## src/rtl/videocard_loader.sv

```systemverilog
// Host-side loader for videocard_top: streams the program and data images into the
// memory port, kicks the engine through the control port and polls until it stops.
//
// state       | meaning
// ------------+-----------------------------------------------------------
// S_IDLE      | waiting for start; lengths latched on the start cycle
// S_LOAD_CODE | accepting code words, writing from CODE_BASE upward
// S_LOAD_DATA | accepting data words, writing from DATA_BASE upward
// S_KICK      | write 1 to control register 0 (strobe appears next cycle)
// S_SETTLE    | POLL_DELAY cycles of status reads before sampling begins
// S_POLL      | sample status bit0 each cycle until the engine reports idle
// S_FIN       | one cycle of done, busy already low

module videocard_loader #(
    parameter int WIDTH      = 32,
    parameter int ADDR_WIDTH = 17,
    parameter int CODE_BASE  = 65536,
    parameter int DATA_BASE  = 0,
    parameter int POLL_DELAY = 8
) (
    input  logic                  clk,
    input  logic                  reset_n,
    input  logic                  start,
    input  logic [15:0]           code_len,
    input  logic [15:0]           data_len,
    input  logic [WIDTH-1:0]      s_data,
    input  logic                  s_valid,
    output logic                  s_ready,
    output logic [ADDR_WIDTH-1:0] vc_address,
    output logic [WIDTH-1:0]      vc_data_in,
    output logic                  vc_write,
    output logic [3:0]            vc_byteenable,
    output logic                  vc_address_control,
    output logic [WIDTH-1:0]      vc_data_in_control,
    output logic                  vc_write_control,
    output logic                  vc_read_control,
    input  logic [WIDTH-1:0]      vc_data_out_control,
    output logic                  busy,
    output logic                  done
);

    localparam int DLY_W = (POLL_DELAY > 1) ? $clog2(POLL_DELAY) : 1;
    localparam logic [DLY_W-1:0]      DLY_LOAD   = DLY_W'((POLL_DELAY > 0) ? POLL_DELAY - 1 : 0);
    localparam logic [ADDR_WIDTH-1:0] CODE_START = ADDR_WIDTH'(CODE_BASE);
    localparam logic [ADDR_WIDTH-1:0] DATA_START = ADDR_WIDTH'(DATA_BASE);

    typedef enum logic [2:0] {
        S_IDLE,
        S_LOAD_CODE,
        S_LOAD_DATA,
        S_KICK,
        S_SETTLE,
        S_POLL,
        S_FIN
    } state_t;

    state_t                  state, state_d;
    logic [ADDR_WIDTH-1:0]   addr_cnt, addr_d;
    logic [15:0]             code_rem, code_rem_d;
    logic [15:0]             data_rem, data_rem_d;
    logic [DLY_W-1:0]        dly_cnt, dly_d;

    logic                    hs;
    logic                    ready_d;
    logic [ADDR_WIDTH-1:0]   vaddr_d;
    logic [WIDTH-1:0]        vdata_d;
    logic                    wr_d;
    logic                    actl_d;
    logic [WIDTH-1:0]        dctl_d;
    logic                    wctl_d;
    logic                    rctl_d;
    logic                    busy_d;
    logic                    done_d;

    // Only the run flag of the status word matters.
    logic unused_status_bits;
    assign unused_status_bits = ^vc_data_out_control[WIDTH-1:1];

    assign vc_byteenable = 4'b1111;
    assign hs = s_valid & s_ready;

    always_comb begin
        state_d    = state;
        addr_d     = addr_cnt;
        code_rem_d = code_rem;
        data_rem_d = data_rem;
        dly_d      = dly_cnt;
        wr_d       = 1'b0;
        vaddr_d    = vc_address;
        vdata_d    = vc_data_in;
        actl_d     = 1'b0;
        dctl_d     = '0;
        wctl_d     = 1'b0;
        rctl_d     = 1'b0;

        case (state)
            S_IDLE: begin
                if (start) begin
                    code_rem_d = code_len;
                    data_rem_d = data_len;
                    addr_d     = CODE_START;
                    if (code_len != 16'd0) begin
                        state_d = S_LOAD_CODE;
                    end else if (data_len != 16'd0) begin
                        state_d = S_LOAD_DATA;
                        addr_d  = DATA_START;
                    end else begin
                        state_d = S_KICK;
                    end
                end
            end
            S_LOAD_CODE: begin
                if (hs) begin
                    wr_d       = 1'b1;
                    vaddr_d    = addr_cnt;
                    vdata_d    = s_data;
                    addr_d     = addr_cnt + 1'b1;
                    code_rem_d = code_rem - 16'd1;
                    if (code_rem == 16'd1) begin
                        if (data_rem != 16'd0) begin
                            state_d = S_LOAD_DATA;
                            addr_d  = DATA_START;
                        end else begin
                            state_d = S_KICK;
                        end
                    end
                end
            end
            S_LOAD_DATA: begin
                if (hs) begin
                    wr_d       = 1'b1;
                    vaddr_d    = addr_cnt;
                    vdata_d    = s_data;
                    addr_d     = addr_cnt + 1'b1;
                    data_rem_d = data_rem - 16'd1;
                    if (data_rem == 16'd1) begin
                        state_d = S_KICK;
                    end
                end
            end
            S_KICK: begin
                wctl_d  = 1'b1;
                dctl_d  = WIDTH'(1);
                dly_d   = DLY_LOAD;
                state_d = (POLL_DELAY == 0) ? S_POLL : S_SETTLE;
            end
            S_SETTLE: begin
                actl_d = 1'b1;
                rctl_d = 1'b1;
                if (dly_cnt == '0) begin
                    state_d = S_POLL;
                end else begin
                    dly_d = dly_cnt - 1'b1;
                end
            end
            S_POLL: begin
                actl_d = 1'b1;
                rctl_d = 1'b1;
                if (!vc_data_out_control[0]) begin
                    state_d = S_FIN;
                end
            end
            S_FIN: begin
                state_d = S_IDLE;
            end
            default: begin
                state_d = S_IDLE;
            end
        endcase

        // Handshake-facing flags follow the next state so they line up with the edge that caused them.
        ready_d = (state_d == S_LOAD_CODE) || (state_d == S_LOAD_DATA);
        busy_d  = (state_d != S_IDLE) && (state_d != S_FIN);
        done_d  = (state_d == S_FIN);
    end

    always_ff @(posedge clk or negedge reset_n) begin
        if (!reset_n) begin
            state              <= S_IDLE;
            addr_cnt           <= '0;
            code_rem           <= '0;
            data_rem           <= '0;
            dly_cnt            <= '0;
            s_ready            <= 1'b0;
            vc_address         <= '0;
            vc_data_in         <= '0;
            vc_write           <= 1'b0;
            vc_address_control <= 1'b0;
            vc_data_in_control <= '0;
            vc_write_control   <= 1'b0;
            vc_read_control    <= 1'b0;
            busy               <= 1'b0;
            done               <= 1'b0;
        end else begin
            state              <= state_d;
            addr_cnt           <= addr_d;
            code_rem           <= code_rem_d;
            data_rem           <= data_rem_d;
            dly_cnt            <= dly_d;
            s_ready            <= ready_d;
            vc_address         <= vaddr_d;
            vc_data_in         <= vdata_d;
            vc_write           <= wr_d;
            vc_address_control <= actl_d;
            vc_data_in_control <= dctl_d;
            vc_write_control   <= wctl_d;
            vc_read_control    <= rctl_d;
            busy               <= busy_d;
            done               <= done_d;
        end
    end

endmodule

```

## config.mk

```make
export PLATFORM = sky130hd
export DESIGN_NAME = videocard_loader
export DESIGN_NICKNAME = d
export VERILOG_FILES = /design/src/rtl/videocard_loader.sv
export SDC_FILE = /design/constraint.sdc
export NUM_CORES = 1
export LEC_CHECK = 0
export CAP_MARGIN = 5
export CORE_UTILIZATION = 50
export CTS_CLUSTER_DIAMETER = 50
export DETAILED_ROUTE_END_ITERATION = 12
export GPL_TIMING_DRIVEN = 0
export PLACE_DENSITY_LB_ADDON = 0.12
export SETUP_SLACK_MARGIN = 0.05
export SYNTH_ARGS = -nofsm -noshare
export SYNTH_HDL_FRONTEND = slang
export SYNTH_SLANG_ARGS = --single-unit
```

## constraint.sdc

```tcl
create_clock -name clk -period 4.1 [get_ports clk]
set_clock_uncertainty 0.05 [all_clocks]
set_input_delay 0.41 -clock clk [delete_from_list [all_inputs] [get_ports clk]]
set_output_delay 0.41 -clock clk [all_outputs]
set_load 0.03 [all_outputs]
```

# After elaboration in Yosys (flattened, before gate mapping)
# Index checks and enable logic that the tools add are counted.
[totals]
input_bits = 100
word_cells = 85
output_inout_bits = 92
rom_bits = 0
n_memories = 0
regBits = 142
mem_bits_rw = 0
latchBits = 0
[classes]
add_sub_neg = 4
n_bitwise = 1
order_cmp = 0
shifts = 0
n_eq_ne = 15
div_mod_pow = 0
n_mux = 32
n_mul = 0
n_reduce_logical = 19
[ops]
columns = ["cell", "n"]
rows = [
  ["$mux W17", 7],
  ["$mux W16", 4],
  ["$pmux W16 S2", 2],
  ["$pmux W17 S3", 1],
  ["$reduce_bool A16 Y1", 3],
  ["$eq A16 B1 Y1 const B", 2],
  ["$sub A16 B1 Y16 const B", 2],
  ["$mux W3", 8],
  ["$pmux W3 S6", 1],
  ["$add A17 B1 Y17 const B", 1],
  ["$eq A3 B2 Y1 const B", 3],
  ["$eq A3 B3 Y1 const B", 3],
  ["$ne A2 B2 Y1 const B", 4],
  ["$mux W1", 7],
  ["$eq A3 B1 Y1 const B", 2],
  ["$logic_not A3 Y1", 2],
  ["$pmux W3 S2", 1],
  ["$reduce_and A3 Y1", 2],
  ["$reduce_bool A2 Y1", 3],
  ["$reduce_bool A3 Y1", 2],
  ["$reduce_and A2 Y1", 2],
  ["$reduce_and A4 Y1", 1],
  ["$reduce_or A2 Y1", 2],
  ["$ne A3 B3 Y1 const B", 1],
  ["5 further kinds", 5],
]

# Longest topological paths before layout
# Gate-level depths: netlist of run 1.
[depth]
ltp_word = 7
depth_mapped = 9
depth_no_buf = 8

# Worst setup path after synthesis of run 1
# No wires, ideal clock.
[synth_timing]
path_type = "flip-flop to flip-flop"
from = "reg code_rem[3]"
to = "reg s_ready"
t_required_ns = 3.925
setup_time_ns = 0.125
synth_period_minus_slack_ns = 2.423
arrival_ns = 2.248
slack_ns = 1.677
n_path_buf = 0
stages_incl_launch_ff = 7
path_cell_list = "dfrtp_1 -> or4_4 -> or4b_1 -> or4_4 -> nand3_2 -> nor2_2 -> mux2_4"
[synth_between]
elab_chain_cells = 6
word_cells_on_any_way = 7
cone_classes = "3 x eq/ne; 3 x mux; 1 x reduce/logical"
[synth_lines]
columns = ["item", "line_no", "text"]
rows = [
  ["start, declared", "59", "logic [15:0] code_rem, code_rem_d;"],
  ["start signal, assigned", "197", "code_rem <= code_rem_d;"],
  ["$eq A16 B1 Y1 (*)", "119", "if (code_rem == 16'd1) begin"],
  ["$mux W3 (*)", "119", ""],
  ["$mux W3 (*)", "113", "if (hs) begin"],
  ["$pmux W3 S6 (*)", "96", "case (state)"],
  ["net state_d[1]", "57", "state_t state, state_d;"],
  ["$eq A3 B1 Y1 or $eq A3 B2 Y1 (tied branches)", "172", "ready_d = (state_d == S_LOAD_CODE) || (state_d == S_LOAD_DATA);"],
  ["$logic_or A1 B1 Y1 (*)", "172", ""],
  ["net ready_d", "64", "logic ready_d;"],
  ["end signal, assigned", "200", "s_ready <= ready_d;"],
  ["end, declared", "28", "output logic s_ready,"],
]
# Mark *: on every way through the listed nets, which the timed path passes. The rest lies on a longest branch.
# A chain may end at the register's enable or synchronous reset.

# Worst setup path after layout of run 1
[layout_timing]
from = "reg state[1]"
to = "reg vc_address[5]"
[layout_between]
elab_chain_cells = 3
word_cells_on_any_way = 4
cone_classes = "2 x eq/ne; 2 x reduce/logical"
[layout_lines]
columns = ["item", "line_no", "text"]
rows = [
  ["start, declared", "57", ""],
  ["start signal, assigned", "195", "state <= state_d;"],
  ["$eq A3 B2 Y1 or $eq A3 B1 Y1 (tied branches)", "96", ""],
  ["$reduce_or A2 Y1 (no line) (*)", "--", ""],
  ["$reduce_and A2 Y1 (no line) (*)", "--", ""],
  ["end signal, assigned", "201", "vc_address <= vaddr_d;"],
  ["end, declared", "29", "output logic [ADDR_WIDTH-1:0] vc_address,"],
]
# Every way passes the cells marked *; elsewhere a longest branch is shown, timed or not.

==> impl_results.md, run 1 <==
* Tightest Pin Transition at roughly 1.0 ns
* Clock Sinks at 110
* CTS Buf Count at 9
* Post-placement setup slack at about 1.1 ns
* Initial antenna violation count at 0
* First-pass GRT wire length at roughly 23,000 um
* Worst setup SP type: flip-flop
* Worst setup EP type: flip-flop
* Postcts setup bufs at 0
* DP Area at approximately 0.0073 mm^2
* Ant diodes at 0
* Die height at around 110 um
* Total Negative Setup Slacks at 0 ns
* Number of synthesized flops with an enable pin at 0
* Violated checks: hold timing
* Net Sw Frac at roughly two fifths
* Post-DP HPWL at 10,500 um
* Clock transition at path regs at roughly 0.07 ns
* Finished Cell Area at ~0.0076 mm^2
* DR vias/cell at about 5.5
* Initial Util at approximately 52%
* Vias at 4,916
* H-tree depth at 3
* Post-synthesis mux area share at ~10%
* DRC errors left at 0
* Distinct cells, synth at between 50 and 60
* # setup viols final at 0
* WP data required at 4.28 ns
* CP Class: reg2reg
* CTS-repair resized insts at 0
* Final worst slack at between 1 and 1.5 ns
* Post-Synth XOR/XNOR Area at between 2 and 2.5%
* Starting DRC count in detailed routing at ~320
* Placed cell count at ~900
* I/O pin cnt at 192
* IO Port Bufs at approximately 130
* Post-DRT Antenna Nets at 0
* Synth-to-Final Area Change at 33.2%
* DR WL/cell at 15.9 um
* Drt first pass iters at 5
* Mapped Cells at 576
* Main combinational cell family by area after synthesis: simple AND/OR/NAND/NOR gates
* Clk_lat worst skew at roughly 0.35 ns
* Vias in the first global route at 4,752
* Area of the multi-input gates at 0.00262 mm^2
* RSZ-0062 raised after global routing: no
* Minimum clock period at 3.02 ns
* Final Cycle Share at about three quarters
* Hold_ws at -0.0121 ns
* Wirelength, routed at 14,100 um
* Register area share after synthesis at 48.5%
* Clk network pwr share at around 17%
* Synthesized cell area at ~0.0057 mm^2
* Post-Synth Adder-Cell Area at approximately 1.8%
* Max-slew violations at 0
* Combinational Power Share at 48.1%
* Gpl congestion at a little over 0.9
* Worst Path Arrival at approximately 3.2 ns
* F_max at about 330 MHz
* Reg-to-reg slack, setup at 1.08 ns
* Power per cell area at roughly 700 mW/mm^2
* Std-Cell Core Area at approximately 0.011 mm^2
* HP Class: in2async
* Max-cap check violation count at 0
* LEAKAGE at 3.15 nW
* Maximum fanout along the worst path at 10
* Peak VDD IR at ~0.48 mV
* Nets at 854
* Switching power at roughly 2.2 mW
* Fill count at between 800 and 900
* Top FF cell, synth: dfrtp_1
* Warnings from Yosys at 0
* Post-Layout Cell Count at approximately 890
* Synth Area in Simple Gates at between 10% and 20%
* Sequential cell area at approximately 0.0028 mm^2
* DIE AREA at 0.0118 mm^2
* Avg Cell Area, Syn at 9.86 um^2
* Clock root cell: clkbuf_16
* Status: finished, violations left
* # rows at 38
* Post-synthesis compound-gate area fraction at a little over an eighth
* Global Route Usage Sum at approximately 25%
* # hold bufs at CTS at 0
* Fraction of final layout cells sized beyond drive strength 1 at between 10% and 20%
* Synth Register Bits at between 100 and 150
* Power, Total at roughly 5.3 mW
* Slew headroom at roughly a third
* CTS Buffer Depth at 2
* CTS tree: done
* Overflow after GRT at 0
* Ys async rst share at 100%
* Pint at approximately 3.1 mW
* Final hold viol count at 11
* Reg power frac at approximately a third
* Largest net degree at the start of global routing at approximately 70
* Die Wd at ~110 um
-- synth_stat cells (all sizes together) (3+ instances only) --
cell type | number | area share [%]
o32ai | 3 | 0.46
nand4 | 3 | 0.33
o21ai | 36 | 3.2
or3 | 4 | 0.44
xor2 | 3 | 0.46
o22ai | 5 | 0.55
nor2 | 52 | 3.5
buf | 38 | 5.0
ha | 8 | 1.8
a22oi | 4 | 0.53
a21oi | 46 | 4.1
or4b | 3 | 0.53
clkbuf | 27 | 1.8
or2 | 3 | 0.33
nor2b | 4 | 0.44
o22a | 6 | 0.93
a31oi | 7 | 0.77
or4 | 6 | 0.93
nor3 | 21 | 1.9
o211ai | 3 | 0.40
o21a | 3 | 0.40
dfrtp | 110 | 48
and2 | 4 | 0.44
a21o | 4 | 0.55
xnor2 | 10 | 1.5
mux2 | 50 | 10
nor4 | 22 | 2.4
inv | 11 | 0.73
nand3 | 17 | 1.6
nand2 | 41 | 2.7
nand2b | 5 | 0.55
-- through the flow --
| stage | hold slack (ns) | utilization (%) |
|---|---|---|
| finish | -0.0121 | 69.2 |
| global route | 0.0262 | 69.2 |
| global placement | 0.408 | 66.1 |
| detailed placement | 0.381 | 66.3 |
| floorplan | 0.0644 | - |
| CTS | 0.00745 | 69.2 |
-- critical path: stages, from the launching register on --
cell and delay, ns:
dfrtp_1 0.34, clkbuf_1 0.34, nor2b_1 0.31, nand2b_1 0.10, clkbuf_1 0.26, a21oi_1 0.58
clkbuf_1 0.51, mux2_2 0.41
-- path summary, 6_finish.rpt --
check,startpoint,end,cells after the start
worst min register to register,code_rem[10],code_rem[10],2
worst max register to register,state[1],vc_address[5],7
max in group asynchronous,reset_n,vc_address[11],2
worst min-delay path,reset_n,code_rem[0],1
min in group clk,code_rem[10],code_rem[10],2
worst max-delay path,state[1],vc_address[5],7
-- cell usage in the layout, fill, tap and decap left out, types with 2 or more instances in the layout --
cell type | netlist | layout
a31oi_1 | 7 | 7
clkbuf_8 | 0 | 2
or4_1 | 4 | 4
nand4_1 | 3 | 3
a22oi_1 | 4 | 4
nor3_1 | 20 | 20
conb_1 | 2 | 35
o21ai_0 | 36 | 36
dfrtp_1 | 110 | 110
o211ai_1 | 3 | 3
nor4_1 | 22 | 22
nor2b_1 | 4 | 4
clkinv_2 | 0 | 2
nand3_1 | 16 | 16
nand3b_1 | 2 | 2
and2_1 | 4 | 4
ha_1 | 8 | 8
a21o_1 | 3 | 3
nand2b_1 | 5 | 5
o21a_1 | 3 | 3
buf_4 | 37 | 38
xor2_1 | 3 | 3
nor2_1 | 51 | 51
o32ai_1 | 3 | 3
o22a_1 | 6 | 6
o22ai_1 | 5 | 5
and4_1 | 2 | 2
inv_1 | 11 | 11
or4b_2 | 2 | 2
or2_2 | 3 | 3
clkbuf_16 | 0 | 9
or3_1 | 4 | 4
a21oi_1 | 46 | 46
or4_4 | 2 | 2
clkdlybuf4s50_1 | 0 | 124
xnor2_1 | 10 | 10
mux2_2 | 49 | 49
nand2_1 | 41 | 41
clkbuf_1 | 27 | 27
-- routing by layer --
| metal | vias up | GRT usage (%) | part of all wire [%] |
|---|---|---|---|
| li1 | 2339 | - | - |
| met1 | 2343 | 32.7 | 41 |
| met2 | 210 | 41.8 | 50 |
| met3 | 24 | 6.33 | 7.6 |
| met4 | 0 | 8.59 | 1.6 |
| met5 | - | 0 | 0 |
-- flip-flops by register name (all words and copies together), names as in the netlist, 3 cells and up --
name	cells
data_rem	16
vc_data_in	32
code_rem	16
addr_cnt	17
dly_cnt	3
vc_address	17
state	3
-- power groups by stage --
| stage | sequential (mW) | combinational (mW) | clock [mW] |
|---|---|---|---|
| 3_3_place_gp | 1.82 | 2.45 | 0 |
| 4_1_cts | 1.84 | 2.53 | 0.916 |
| 6_report | 1.84 | 2.53 | 0.898 |
| 3_5_place_dp | 1.85 | 2.52 | 0 |
| 5_1_grt | 1.90 | 2.76 | 0.958 |
| 2_1_floorplan | 2.20 | 1.23 | 0 |
-- logic make-up after synthesis --
kind of cell	Yosys count
AO/OA/AOI/OAI	125
XOR/XNOR	13
adder cells (fa/ha/maj)	8
buffers and inverters	76
flip-flops	110
multiplexers	50
other	2
AND/OR/NAND/NOR	192
-- area by class of cell --
cell class,count,share of cell area [%]
clock buffers,11,3.34
inverters,11,0.546
repair buffers,126,16.9
well taps,140,2.32
multi-input cells,423,34.7
clock inverters,5,0.745
plain buffers,65,5.08
flip-flops and latches,110,36.4
(Power assumes the default switching activity.)
==> run 2, diff against run 1 <==
--- a/config.mk
+++ b/config.mk
@@ -6,7 +6,7 @@
 export NUM_CORES = 1
 export LEC_CHECK = 0
 export CAP_MARGIN = 5
-export CORE_UTILIZATION = 50
+export CORE_UTILIZATION = 46
 export CTS_CLUSTER_DIAMETER = 50
 export DETAILED_ROUTE_END_ITERATION = 12
 export GPL_TIMING_DRIVEN = 0
==> constraint.sdc (replaced) <==
create_clock -name clk -period 2.9 [get_ports clk]
set_clock_uncertainty 0.05 [all_clocks]
set_input_delay 0.29 -clock clk [delete_from_list [all_inputs] [get_ports clk]]
set_output_delay 0.29 -clock clk [all_outputs]
set_load 0.03 [all_outputs]
==> run 2 against run 1 <==
Net effect: the run now ends clean; global-route usage is 2.3 points lower; final cell count rose by 0.79%; highest routed layer unchanged; critical path type unchanged; core utilization is 6.1 points lower; largest cell class unchanged; critical endpoint is now addr_cnt[15]; critical path depth did not move.
==> impl_results.md, run 2 (synthesis gave the netlist of run 1 again) <==
* Status: complete, no violations
* Clk_lat worst skew at roughly 0.35 ns
* HP Class: in2async
* CTS Buf Count at 9
* Postcts setup bufs at 0
* CP Cell Sequence: or4_4 > or4b_1 > nor2_1 > a21oi_1 > nor3_2 > buf_2 > nor2_1
* Global Route Usage Sum at between 20% and 30%
* DR WL/cell at approximately 16 um
* I/O pin cnt at ~190
* Worst R2R Start: code_rem[3]
* Worst setup EP type: flip-flop
* Setup crit start: code_rem[3]
* Overflow after GRT at 0
* Vias in the first global route at 4,839
* Post-placement setup slack at -0.123 ns
* DR vias/cell at 5.41
* Slowest Stage Delay on Critical Path at slightly below 0.6 ns
* Final hold viol count at 0
* DP Area at roughly 0.0073 mm^2
* # rows at 40
* Peak VDD IR at ~0.59 mV
* Clk network pwr share at between 10% and 20%
* IO Port Bufs at between 100 and 150
* Nets at around 850
* Final Cycle Share at between 90% and 100%
* Clock Sinks at 110
* Synth-to-Final Area Change at 33.4%
* Initial Util at roughly 47%
* Final Util at between 60% and 70%
* F_max at roughly 370 MHz
* Final worst slack at 0.217 ns
* Switching power at ~3.1 mW
* Tightest Pin Transition at roughly 0.88 ns
* H-tree depth at 3
* Largest regs: vc_data_in x32, addr_cnt x17, vc_address x17
* Fraction of final layout cells sized beyond drive strength 1 at roughly 17%
* Post-Layout Cell Count at 898
* Reg power frac at a little over a third
* Worst setup SP type: flip-flop
* Register bank with the most flops: vc_data_in
* Hold_ws at ~0.010 ns
* Reg-to-reg slack, setup at ~0.22 ns
* Combinational Power Share at between 40% and 50%
* WP data required at between 3 and 4 ns
* Most frequent CP cell: nor2_1
* Fill count at ~1,100
* Post-DRT Antenna Nets at 0
* Drt first pass iters at 5
* Placed cell count at a little under 900
* # setup viols final at 0
* Gpl congestion at around 0.93
* Minimum clock period at 2.68 ns
* Largest register FFs at 32
* CP Class: reg2reg
* Post-DP HPWL at between 10,000 and 15,000 um
* Slew headroom at 41.4%
* DIE AREA at 0.0128 mm^2
* Vias at 4,861
* Largest net degree at the start of global routing at between 60 and 70
* Clock root cell: clkbuf_16
* Pint at between 4 and 5 mW
* Starting DRC count in detailed routing at around 210
* R2R cell count at 7
* Worst Path Arrival at approximately 2.9 ns
* CTS tree: done
* Initial antenna violation count at 0
* Wirelength, routed at 14,200 um
* Net Sw Frac at 42.4%
* First-pass GRT wire length at about 23,000 um
* Max-cap check violation count at 0
* Finished Cell Area at about 0.0076 mm^2
* Critical-path top delay cell: or4_4
* Die Wd at between 100 and 150 um
* Die height at between 100 and 150 um
* RSZ-0062 raised after global routing: yes
* DRC errors left at 0
* Ant diodes at 0
* Clock transition at path regs at around 0.080 ns
* Most frequent cells in the layout: clkdlybuf4s50_1, dfrtp_1, nor2_1
* CTS Buffer Depth at 2
* Std-Cell Core Area at ~0.012 mm^2
* Max-slew violations at 0
* Power per cell area at 976 mW/mm^2
* Commonest non-fill, non-tap cell in the layout: clkdlybuf4s50_1
* LEAKAGE at approximately 3.2 nW
* Maximum fanout along the worst path at 10
==> run 2: cell types whose count changed in the layout (fill, tap and decap cells not counted), sizes merged <==
cell,previous run,this run
bufinv,1,0
clkinvlp,1,0
inv,12,14
==> run 2: metrics by stage <==
| step | total power [mW] | setup TNS, ns |
|---|---|---|
| detailed placement | 6.19 | -3.30 |
| global route | 7.86 | 0 |
| floorplan | 4.86 | 0 |
| finish | 7.39 | 0 |
| global placement | 6.08 | -307.45 |
| CTS | 7.40 | 0 |
==> run 2: worst paths after layout <==
path / end
max: addr_cnt[15]
min: vc_address[7]
max reg2reg: addr_cnt[15]
min reg2reg: dly_cnt[0]
max in group asynchronous: code_rem[2]
min in group clk: dly_cnt[0]
==> run 2: layout make-up <==
cell class | count | area [um^2] | share of cell area (%)
sequential | 110 | 2750 | 36.4
multi-input combinational | 423 | 2650 | 34.9
timing repair buffer | 126 | 1280 | 16.9
buffer | 65 | 390 | 5.16
clock buffer | 11 | 243 | 3.21
tap | 147 | 184 | 2.43
inverter | 11 | 41.3 | 0.545
clock inverter | 5 | 40.0 | 0.529
==> run 2: layer usage <==
layer | routed length [um] | vias to the layer above | global-route usage, % | part of all wire, %
li1 | - | 2329 | - | -
met2 | 7230 | 167 | 40.0 | 51
met4 | 180 | 0 | 8.77 | 1.3
met3 | 778 | 14 | 3.64 | 5.5
met1 | 6040 | 2351 | 29.2 | 42
met5 | 0 | - | 0 | 0
==> run 2: critical path, delay by kind of cell, from the launching register on <==
kind / cells / cell delay [ns]
AO/OA/AOI/OAI: 1 / 0.14
flip-flops: 1 / 0.46
buffers and inverters: 1 / 0.28
AND/OR/NAND/NOR: 5 / 1.66
==> run 2: repair_timing <==
item,CTS,global route
gates cloned,0,0
gates resized for setup,2,11
hold endpoints to repair,0,0
setup endpoints to repair,49,67
hold buffers,0,0
pin swaps,0,1
==> run 2: power groups by stage <==
stage	registers (mW)	logic, mW	clock network (mW)
2_1_floorplan	3.12	1.74	0
4_1_cts	2.59	3.58	1.23
5_1_grt	2.68	3.88	1.29
3_5_place_dp	2.62	3.57	0
3_3_place_gp	2.58	3.50	0
6_report	2.60	3.59	1.21
==> run 3, diff against run 2 <==
--- a/config.mk
+++ b/config.mk
@@ -5,8 +5,9 @@
 export SDC_FILE = /design/constraint.sdc
 export NUM_CORES = 1
 export LEC_CHECK = 0
+export ABC_AREA = 1
 export CAP_MARGIN = 5
-export CORE_UTILIZATION = 46
+export CORE_UTILIZATION = 25
 export CTS_CLUSTER_DIAMETER = 50
 export DETAILED_ROUTE_END_ITERATION = 12
 export GPL_TIMING_DRIVEN = 0
==> run 3 against run 2 <==
Net effect: power increased by 7.9%; wire length increased by 20%; clock power increased by 9.9%; combinational power increased by 14%; via count increased by 11%; core utilization decreased by 29 points; sequential power about the same; cell area increased by 10%; final cell count increased by 46%; global-route usage decreased by 9.2 points; critical path type unchanged; largest cell class is now multi-input gates.
==> impl_results.md, run 3 <==
* Minimum clock period at approximately 2.0 ns
* Clk network pwr share at between 10% and 20%
* Distinct cells, synth at 45
* Sequential cell area at 0.00275 mm^2
* Starting DRC count in detailed routing at 305
* Clock Sinks at 110
* # setup viols final at 0
* Avg Cell Area, Syn at just under 8 um^2
* Power per cell area at about 950 mW/mm^2
* Most frequent cells in the layout: nand2_1, clkdlybuf4s50_1, dfrtp_1
* Nets at 1,087
* Clock transition at path regs at about 0.080 ns
* Largest net degree at the start of global routing at between 60 and 70
* Register bank with the most flops: vc_data_in
* Synth-to-Final Area Change at 34.0%
* Hold_ws at between 0.3 and 0.4 ns
* Top FF cell, synth: dfrtp_1
* Fill count at approximately 2,600
* Area of the multi-input gates at 0.00284 mm^2
* Final Util at about a third
* CP Class: reg2reg
* Die height at ~160 um
* Net Sw Frac at around 46%
* Met2 usage at between 20% and 30%
* Number of synthesized flops with an enable pin at 0
* Register area share after synthesis at 44.1%
* First-pass GRT wire length at around 29,000 um
* Status: complete, no violations
* Power, Total at approximately 8 mW
* Drt first pass iters at 4
* Busiest grt layer: met2
* Synth area leader: dfrtp_1
* Std-Cell Core Area at between 0.02 and 0.025 mm^2
* HP Class: in2async
* Die Wd at approximately 160 um
* Max-slew violations at 0
* Final hold viol count at 0
* Post-DRT Antenna Nets at 0
* Fraction of final layout cells sized beyond drive strength 1 at roughly an eighth
* Wirelength, routed at around 17,000 um
* Met1 usage at around a fifth
* LEAKAGE at between 3 and 4 nW
* CTS tree: done
* # rows at 57
* Post-synth top area share at between 40 and 50%
* Worst setup SP type: flip-flop
* Max-cap check violation count at 0
* Clock root cell: clkbuf_16
* Ys async rst share at 100%
* RSZ-0062 raised after global routing: no
* Top cells by area, synth: dfrtp_1, nand2_1, nor2_1
* Peak VDD IR at between 0.3 and 0.4 mV
* Global Route Usage Sum at 14.0%
* Pint at approximately 4.3 mW
* Reg power frac at roughly a third
* Slew headroom at between 60% and 70%
* Worst Path Arrival at roughly 2.2 ns
* DR WL/cell at approximately 13 um
* Switching power at 3.64 mW
* Gpl congestion at 0.794
* Overflow after GRT at 0
* IO Port Bufs at ~130
* Synthesized cell area at just over 0.006 mm^2
* CTS Buf Count at 9
* Largest regs: vc_data_in x32, addr_cnt x17, vc_address x17
* Warnings from Yosys at 0
* Vias at 5,407
* Initial antenna violation count at 0
* Initial Util at 25.6%
* I/O pin cnt at 192
* Commonest non-fill, non-tap cell in the layout: nand2_1
* DR vias/cell at 4.13
* Post-DP HPWL at 12,700 um
* Largest register FFs at 32
* Synth Register Bits at 110
* WP data required at 3.10 ns
* Most frequent cell after synthesis: nand2_1
* Vias in the first global route at 5,424
* Clk_lat worst skew at 0.36 ns
* Final Cycle Share at 67.8%
* Synth top cells by count: nand2_1, dfrtp_1, nor2_1
* DIE AREA at 0.0256 mm^2
* CTS Buffer Depth at 2
* Ant diodes at 0
* Combinational Power Share at between 50% and 60%
* Tightest Pin Transition at 0.514 ns
* DRC errors left at 0
* F_max at approximately 510 MHz
* Worst setup EP type: flip-flop
* Mapped Cells at 808
* H-tree depth at 3
* Maximum fanout along the worst path at 5
* GR Util met3 at 2.21%
-- run 3: final cells by class --
cell class	count	share of cell area (%)
multi-input cells	594	34.0
inverters	79	3.73
plain buffers	58	5.42
clock buffers	10	2.74
clock inverters	6	0.898
repair buffers	127	15.4
flip-flops and latches	110	32.9
well taps	324	4.85
-- run 3: metrics by stage --
stage	std cells	TNS, ns	area [um^2]	setup WS [ns]
global placement	1290	-371.55	8020	-3.39
finish	1308	0	8360	0.935
detailed placement	1291	0	8050	0.722
global route	1308	0	8360	0.755
CTS	1308	0	8360	0.961
floorplan	841	0	6360	1.24
-- run 3: timing repair --
item                      CTS  global route
setup buffers               0             0
hold endpoints to repair   46             0
hold buffers                1             0
gates resized for setup     0             0
-- run 3: critical path, cell delays in order, from the launching register on --
cell and delay (ns):
dfrtp_1 0.43, inv_1 0.13, ha_1 0.22, nand3_1 0.17
nor2_1 0.29, nand3_1 0.19, o21ai_0 0.20, nand2_1 0.07
nand2_1 0.05, nand2_1 0.05
-- run 3: per-layer routing --
layer / vias to the layer above / routed length (um)
li1: 2836 / -
met1: 2448 / 8520
met2: 112 / 7720
met3: 11 / 662
met4: 0 / 186
met5: - / 0
-- run 3: power by group through the flow --
stage          combinational, mW  sequential, mW  clock [mW]
2_1_floorplan               2.26            3.05           0
3_3_place_gp                4.11            2.59           0
3_5_place_dp                4.13            2.59           0
4_1_cts                     4.14            2.56        1.38
5_1_grt                     4.55            2.66        1.45
6_report                    4.09            2.57        1.33
-- run 3: kinds of logic after synthesis --
| family | synth area share (%) |
|---|---|
| adder cells (fa/ha/maj) | 1.61 |
| flip-flops | 44.1 |
| buffers and inverters | 12.3 |
| AO/OA/AOI/OAI | 10.7 |
| AND/OR/NAND/NOR | 29.4 |
| other | 0.120 |
| XOR/XNOR | 1.83 |
-- run 3: final timing paths --
kind,slack [ns],cells after the start,startpoint,end
setup / recovery,0.94,9,data_rem[0],data_rem[14]
hold reg to reg,0.42,1,dly_cnt[0],dly_cnt[0]
hold / removal,0.38,2,reset_n,vc_data_in[11]
setup reg to reg,0.94,9,data_rem[0],data_rem[14]
min in group clk,0.41,3,s_data[18],vc_data_in[18]
max in group asynchronous,1.72,3,reset_n,data_rem[4]
